File: config.mk
export PLATFORM = sky130hd
export DESIGN_NAME = osd_io_seq_flat
export DESIGN_NICKNAME = d
export VERILOG_FILES = /design/src/rtl/osd_io_seq_if.sv /design/src/rtl/osd_io_seq.sv /design/src/flat_wrapper.sv
export SDC_FILE = /design/constraint.sdc
export NUM_CORES = 1
export LEC_CHECK = 0
export BUFFER_PORTS_ARGS = -buffer_cell sky130_fd_sc_hd__buf_2
export CORE_ASPECT_RATIO = 0.6
export CORE_UTILIZATION = 61
export CTS_CLUSTER_SIZE = 20
export DETAILED_ROUTE_END_ITERATION = 7
export HOLD_SLACK_MARGIN = 0.1
export MAX_ROUTING_LAYER = met4
export PLACE_DENSITY_LB_ADDON = 0.08
export SLEW_MARGIN = 10
export SYNTH_ARGS = -nofsm -noshare
export SYNTH_HDL_FRONTEND = slang
export SYNTH_SLANG_ARGS = --single-unit
File: constraint.sdc
create_clock -name clk_sys -period 4.1 [get_ports clk_sys]
set_input_delay 0.205 -clock clk_sys [delete_from_list [all_inputs] [get_ports clk_sys]]
set_output_delay 0.205 -clock clk_sys [all_outputs]
set_load 0.03 [all_outputs]
File: src/rtl/osd_io_seq_if.sv
// Control/payload/OSD-bus signal bundle for osd_io_seq.
// Payload handshake: a word transfers on a rising clk_sys edge where wr_valid && wr_ready.
interface osd_io_seq_if;
  logic        start;
  logic [7:0]  cmd;
  logic [12:0] len;
  logic        wr_valid;
  logic [15:0] wr_data;
  logic        wr_ready;
  logic        abort;
  logic        busy;
  logic        done;
  logic        io_osd;
  logic        io_strobe;
  logic [15:0] io_din;

  modport master (
    output start, cmd, len, wr_valid, wr_data, abort,
    input  wr_ready, busy, done, io_osd, io_strobe, io_din
  );

  modport slave (
    input  start, cmd, len, wr_valid, wr_data, abort,
    output wr_ready, busy, done, io_osd, io_strobe, io_din
  );
endinterface

File: src/rtl/osd_io_seq.sv
// OSD command-bus master: frames a command byte plus queued payload words with io_osd,
// one io_strobe per word, fixed setup/high/low phases and an inter-frame gap.
module osd_io_seq #(
  parameter int FIFO_AW = 4,
  parameter int SETUP   = 1,
  parameter int STB_HI  = 2,
  parameter int STB_LO  = 2,
  parameter int GAP     = 4
) (
  input  logic               clk_sys,
  input  logic               reset,
  osd_io_seq_if.slave        bus,
  output logic [2:0]         dbg_state,
  output logic [FIFO_AW:0]   dbg_fifo_count
);

  typedef enum logic [2:0] {
    S_IDLE  = 3'd0,
    S_SETUP = 3'd1,
    S_HI    = 3'd2,
    S_LO    = 3'd3,
    S_LOAD  = 3'd4,
    S_END   = 3'd5
  } state_t;

  localparam logic [3:0]       T_SETUP  = 4'(SETUP - 1);
  localparam logic [3:0]       T_HI     = 4'(STB_HI - 1);
  localparam logic [3:0]       T_LO     = 4'(STB_LO - 1);
  localparam logic [3:0]       T_GAP    = 4'(GAP - 1);
  localparam logic [FIFO_AW:0] FULL_CNT = {1'b1, {FIFO_AW{1'b0}}};
  localparam logic [12:0]      LEN_MAX  = 13'd4096;

  // ---------------- payload FIFO (first-word-fall-through) ----------------
  logic [15:0]        mem [0:(1<<FIFO_AW)-1];
  logic [FIFO_AW-1:0] wr_ptr, rd_ptr;
  logic [FIFO_AW:0]   count_q, count_d;
  logic               wr_ready_q;
  logic               push, pop, flush, empty;
  logic [15:0]        head;

  assign empty = (count_q == '0);
  assign head  = mem[rd_ptr];
  assign push  = bus.wr_valid && wr_ready_q && !flush;

  always_comb begin
    count_d = count_q;
    if (flush) begin
      count_d = '0;
    end else begin
      case ({push, pop})
        2'b10:   count_d = count_q + 1'b1;
        2'b01:   count_d = count_q - 1'b1;
        default: count_d = count_q;
      endcase
    end
  end

  always_ff @(posedge clk_sys or posedge reset) begin
    if (reset) begin
      wr_ptr     <= '0;
      rd_ptr     <= '0;
      count_q    <= '0;
      wr_ready_q <= 1'b0;
    end else begin
      if (flush) begin
        wr_ptr <= '0;
        rd_ptr <= '0;
      end else begin
        if (push) wr_ptr <= wr_ptr + 1'b1;
        if (pop)  rd_ptr <= rd_ptr + 1'b1;
      end
      count_q    <= count_d;
      wr_ready_q <= (count_d != FULL_CNT);
    end
  end

  always_ff @(posedge clk_sys) begin
    if (push) mem[wr_ptr] <= bus.wr_data;
  end

  // ---------------- frame sequencer ----------------
  state_t      state_q, state_d;
  logic [3:0]  tmr_q, tmr_d;
  logic [12:0] rem_q, rem_d;
  logic [15:0] din_q, din_d;
  logic        osd_q, osd_d;
  logic        stb_q, stb_d;
  logic        busy_q, busy_d;
  logic        done_q, done_d;
  logic [12:0] len_sat;

  assign len_sat = (bus.len > LEN_MAX) ? LEN_MAX : bus.len;

  always_ff @(posedge clk_sys or posedge reset) begin
    if (reset) begin
      state_q <= S_IDLE;
      tmr_q   <= '0;
      rem_q   <= '0;
      din_q   <= '0;
      osd_q   <= 1'b0;
      stb_q   <= 1'b0;
      busy_q  <= 1'b0;
      done_q  <= 1'b0;
    end else begin
      state_q <= state_d;
      tmr_q   <= tmr_d;
      rem_q   <= rem_d;
      din_q   <= din_d;
      osd_q   <= osd_d;
      stb_q   <= stb_d;
      busy_q  <= busy_d;
      done_q  <= done_d;
    end
  end

  always_comb begin
    state_d = state_q;
    tmr_d   = tmr_q;
    rem_d   = rem_q;
    din_d   = din_q;
    osd_d   = osd_q;
    stb_d   = stb_q;
    busy_d  = busy_q;
    done_d  = 1'b0;
    pop     = 1'b0;
    flush   = 1'b0;

    if (bus.abort && (state_q inside {S_SETUP, S_HI, S_LO, S_LOAD})) begin
      // A strobe already raised stays delivered; we only stop driving the bus.
      flush   = 1'b1;
      osd_d   = 1'b0;
      stb_d   = 1'b0;
      din_d   = '0;
      tmr_d   = T_GAP;
      state_d = S_END;
    end else begin
      case (state_q)
        S_IDLE: begin
          if (bus.abort) begin
            flush = 1'b1;
          end else if (bus.start) begin
            rem_d   = len_sat;
            din_d   = {8'h00, bus.cmd};
            osd_d   = 1'b1;
            busy_d  = 1'b1;
            tmr_d   = T_SETUP;
            state_d = S_SETUP;
          end
        end
        S_SETUP: begin
          if (tmr_q == '0) begin
            stb_d   = 1'b1;
            tmr_d   = T_HI;
            state_d = S_HI;
          end else begin
            tmr_d = tmr_q - 1'b1;
          end
        end
        S_HI: begin
          if (tmr_q == '0) begin
            stb_d   = 1'b0;
            tmr_d   = T_LO;
            state_d = S_LO;
          end else begin
            tmr_d = tmr_q - 1'b1;
          end
        end
        S_LO: begin
          if (tmr_q == '0) begin
            // With the next word already queued, the pop folds into the last low
            // cycle so back-to-back words keep a SETUP+STB_HI+STB_LO period.
            if (rem_q != '0 && !empty) begin
              pop     = 1'b1;
              din_d   = head;
              rem_d   = rem_q - 1'b1;
              tmr_d   = T_SETUP;
              state_d = S_SETUP;
            end else begin
              state_d = S_LOAD;
            end
          end else begin
            tmr_d = tmr_q - 1'b1;
          end
        end
        S_LOAD: begin
          if (rem_q == '0) begin
            osd_d   = 1'b0;
            din_d   = '0;
            tmr_d   = T_GAP;
            state_d = S_END;
          end else if (!empty) begin
            pop     = 1'b1;
            din_d   = head;
            rem_d   = rem_q - 1'b1;
            tmr_d   = T_SETUP;
            state_d = S_SETUP;
          end
        end
        S_END: begin
          if (tmr_q == '0) begin
            done_d  = 1'b1;
            busy_d  = 1'b0;
            state_d = S_IDLE;
          end else begin
            tmr_d = tmr_q - 1'b1;
          end
        end
        default: begin
          state_d = S_IDLE;
        end
      endcase
    end
  end

  assign bus.wr_ready  = wr_ready_q;
  assign bus.busy      = busy_q;
  assign bus.done      = done_q;
  assign bus.io_osd    = osd_q;
  assign bus.io_strobe = stb_q;
  assign bus.io_din    = din_q;

  assign dbg_state      = state_q;
  assign dbg_fifo_count = count_q;

endmodule

File: src/flat_wrapper.sv
// flat-port wrapper written by rule: the top's interface ports become plain ports
module osd_io_seq_flat 
#(
  parameter int FIFO_AW = 4,
  parameter int SETUP   = 1,
  parameter int STB_HI  = 2,
  parameter int STB_LO  = 2,
  parameter int GAP     = 4
)
  (clk_sys, reset, dbg_state, dbg_fifo_count, bus_start, bus_cmd, bus_len, bus_wr_valid, bus_wr_data, bus_abort, bus_wr_ready, bus_busy, bus_done, bus_io_osd, bus_io_strobe, bus_io_din);
  osd_io_seq_if bus_i ();
  input  logic clk_sys;
  input  logic reset;
  output logic [2:0] dbg_state;
  output logic [FIFO_AW:0] dbg_fifo_count;
  input wire logic [$bits(bus_i.start)-1:0] bus_start;
  input wire logic [$bits(bus_i.cmd)-1:0] bus_cmd;
  input wire logic [$bits(bus_i.len)-1:0] bus_len;
  input wire logic [$bits(bus_i.wr_valid)-1:0] bus_wr_valid;
  input wire logic [$bits(bus_i.wr_data)-1:0] bus_wr_data;
  input wire logic [$bits(bus_i.abort)-1:0] bus_abort;
  output wire logic [$bits(bus_i.wr_ready)-1:0] bus_wr_ready;
  output wire logic [$bits(bus_i.busy)-1:0] bus_busy;
  output wire logic [$bits(bus_i.done)-1:0] bus_done;
  output wire logic [$bits(bus_i.io_osd)-1:0] bus_io_osd;
  output wire logic [$bits(bus_i.io_strobe)-1:0] bus_io_strobe;
  output wire logic [$bits(bus_i.io_din)-1:0] bus_io_din;
  assign bus_i.start = bus_start;
  assign bus_i.cmd = bus_cmd;
  assign bus_i.len = bus_len;
  assign bus_i.wr_valid = bus_wr_valid;
  assign bus_i.wr_data = bus_wr_data;
  assign bus_i.abort = bus_abort;
  assign bus_wr_ready = bus_i.wr_ready;
  assign bus_busy = bus_i.busy;
  assign bus_done = bus_i.done;
  assign bus_io_osd = bus_i.io_osd;
  assign bus_io_strobe = bus_i.io_strobe;
  assign bus_io_din = bus_i.io_din;
  osd_io_seq #(.FIFO_AW(FIFO_AW), .SETUP(SETUP), .STB_HI(STB_HI), .STB_LO(STB_LO), .GAP(GAP)) u_core (.clk_sys(clk_sys), .reset(reset), .bus(bus_i), .dbg_state(dbg_state), .dbg_fifo_count(dbg_fifo_count));
endmodule
==> flow_summary.yaml <==
cells_and_area:
  fin_util: 0.7336
  fin_area_sq_um: 14940
  nets: 940
  n_antenna_cell: 0
  final_layout_size_suffix_gt1_frac: 0.2547
  area_growth_pct: 15.49
setup_path:
  path_common_cell: "ha_1"
  path_delay_family: "simple AND/OR/NAND/NOR gates"
  slowest_stage: "or4_1"
  end_kind: "flip-flop"
  worst_setup_path_start_kind: "flip-flop"
  slowest_delay_ns: 0.50
  path_class: "reg -> reg"
  path_max_fanout: 9
  crit_chain: "inv_1 -> ha_1 -> nor4b_2 -> and4_1 -> nor2_1 -> nand2_2 -> inv_2 -> ha_1 -> xor2_1 -> ha_1 -> a21oi_1 -> xor2_1 -> or3_1 -> a21oi_1 -> or4_1"
  cp_num_buf_inv: 2
  arrival_ns: 4.16
  cp.required_ns: 4.51
  reg2reg_slack_ns: 0.36
logic_synthesis:
  yosys_register_bits: 310
  yosysTopAreaCellShare: 0.5941
  synthSimpleGateAreaFrac: 0.05676
  synth-main-ff-cell: "edfxtp_1"
  synth_xor_area_frac: 0.006769
  syn-num-nets: 816
  ys_seq_area_frac: 0.6986
  syn_avg_cell_area_sq_um: 16.98
  synth.area.top_cells: "edfxtp_1, mux4_2, dfrtp_1"
  netlist_area_sq_um: 12940
  synthCells: 762
  synth.mux.area_fraction: 0.1328
  synthAdderAreaFrac: 0.01160
  ys.warnings.count: 0
  synth_cell_types: 62
  yosysTopAreaCell: "edfxtp_1"
  synth_compound_area_frac: 0.07204
  synth_edf_count: 256
  synth-async-reset-ratio: 0.1742
  synth_top_family_by_area: "multiplexers"
timing:
  fin_setup_tns_ns: 0
  worst_slew_pin_slew_ns: 1.140
  drv_slew: 0
  finClkSkew_ns: 0.01763
  setup_viol: 0
  rsz0062_at_grt: "false"
  clock.fmax_mhz: 267.2
  max_slew_margin: 0.2390
  postLayoutSetupSlackWorst_ns: 0.3570
  fin_crit_sh: 0.9129
  min_period_ns: 3.743
  hold_viol_final: 0
clocking:
  clkLatencyLatePin_ns: 0.56
  cts.sinks: 310
  root_buffer: "clkbuf_16"
  path_clk_slew_ns: 0.07
  clock_path_buffers: 3
  cts_tree: "done"
  numCtsBuffers: 28
  cts-htree-levels: 1
global_routing:
  antenna_found_initial: 0
  grt_pass1_vias: 7561
  track_usage: 0.2970
  grt_max_degree: 44
  grt_pass1_wl_um: 45200
  gr-total-overflow: 0
pwr:
  total_power_mw: 8.997
  p_clk_frac: 0.280
  power.static_leakage_nw: 5.220
  power_density_nw_per_um2: 602.1
  ir_drop_uv: 374.2
  seq_power_share: 0.450
  power.share.switching: 0.3197
  p_int_mw: 6.121
  switchingPower_mw: 2.876
  comb_power_share: 0.270
die:
  start_util: 0.6352
  pin_count: 71
  die_x_um: 190.0
  die_h_um: 114.8
  core.rowCount: 40
  core_area_sq_um: 20370
  design.die.area_sq_um: 21820
drt:
  vias: 7690
  drt_iter0_drc: 1001
  firstDrtPassIters: 5
  routed_via_density: 6.517
  wl_um: 29880
  ant_nets: 0
  drc: 0
  wl_per_cell_um: 25.32
placed_design:
  hpwl_um: 18380
  place_congestion: 0.9008
  dpl_cell_area_sq_um: 13670
  pre_cts_slack_ns: 0.2841
  port_buffers: 70
run_status:
  outcome: "finished, final reports clean"
flow_run:
  cap_violations: 0
hold_path:
  hp-class: "in -> reg"
==> synthesized netlist by cell type (10+ instances only) <==
library cell / instances
a21oi_1: 40
clkbuf_1: 19
dfrtp_1: 54
mux2i_1: 13
edfxtp_1: 256
o21ai_0: 21
inv_1: 15
nand2_1: 22
o21ai_1: 23
ha_1: 12
a21o_1: 10
nor3_1: 11
nor2_1: 52
mux4_2: 65
==> metal layers <==
layer,up-vias,part of all wire,GRT usage
li1,3300,-,-
met1,3936,0.44,0.4444
met2,392,0.46,0.4355
met3,62,0.081,0.04243
met4,0,0.020,0.07849
met5,-,0,-
==> cell families after synthesis <==
logic type | Yosys count
simple gates | 144
buf+inv | 56
fa+ha+maj | 12
xor+xnor | 10
mux | 85
flops | 310
compound gates | 145
==> area by class of cell <==
type	instances	area [sq um]
clock buffers	35	726.9
clock inverters	16	151.4
fillers	1178	5426
inverters	16	60.06
multi-input cells	396	3679
flip-flops and latches	310	9044
well taps	273	341.6
repair buffers	134	940.9
==> power groups by stage <==
stage	logic [mW]	registers, mW	clock network (mW)
2_1_floorplan	1.64	4.15	0
3_3_place_gp	2.29	4.08	0
3_5_place_dp	2.36	4.10	0
4_1_cts	2.41	4.04	2.55
5_1_grt	2.63	4.08	2.67
6_report	2.43	4.04	2.52
==> registers in the layout, summed over array words and instances, names as in the netlist <==
| register | cells |
|---|---|
| u_core.bus.busy | 1 |
| u_core.bus.done | 1 |
| u_core.bus.io_din | 16 |
| u_core.bus.io_osd | 1 |
| u_core.bus.io_strobe | 1 |
| u_core.bus.wr_ready | 1 |
| u_core.dbg_fifo_count | 5 |
| u_core.dbg_state | 3 |
| u_core.mem | 256 |
| u_core.rd_ptr | 4 |
| u_core.rem_q | 13 |
| u_core.tmr_q | 4 |
| u_core.wr_ptr | 4 |
==> timing repair <==
action / in CTS / in global routing
endpoints found under the setup margin: 0 / 1
resized for setup: 0 / 1
hold endpoints to repair: 301 / 0
setup buffers: 0 / 0
hold buffers: 39 / 0
==> layout by cell type (no fill, tap or decap), types with 6 or more instances in the layout <==
cell,n
buf_2,70
o21ai_1,23
ha_1,12
clkbuf_16,28
nand3_1,9
clkbuf_1,7
dlygate4sd3_1,39
a221o_1,8
buf_4,24
clkinv_2,6
nand2_1,22
a22oi_1,8
a22o_1,8
edfxtp_1,256
mux4_2,65
a21o_1,10
dfrtp_1,52
inv_1,14
a21oi_1,40
nor2_1,40
nor2_2,12
nor3_1,7
mux2i_1,13
and2_1,9
o21ai_0,21
==> metrics by stage <==
step	hold slack (ns)	std cells
final	0.1462	1180
after detailed placement	0.3219	1090
after global placement	0.3086	1090
after floorplan	0.3039	762
after CTS	0.1371	1180
after global routing	0.1738	1180
==> worst reg2reg max path, delay by kind of cell (launching register included) <==
family	cells	cell delay, ns
flip-flops	1	0.39
AO/OA/AOI/OAI	2	0.27
adder cells (fa/ha/maj)	3	0.70
XOR/XNOR	2	0.41
buffers and inverters	2	0.19
AND/OR/NAND/NOR	6	1.64
==> worst paths after layout <==
| kind | start | to | cells past startpoint |
|---|---|---|---|
| max | u_core.rem_q[1] | u_core.bus.wr_ready | 15 |
| min | bus_len[12] | u_core.rem_q[1] | 4 |
| max reg2reg | u_core.rem_q[1] | u_core.bus.wr_ready | 15 |
| min reg2reg | u_core.bus.io_din[8] | u_core.bus.io_din[8] | 1 |
| max in group asynchronous | reset | u_core.rd_ptr[0] | 4 |
| min in group asynchronous | reset | u_core.dbg_state[0] | 3 |
(Power assumes the default switching activity.)
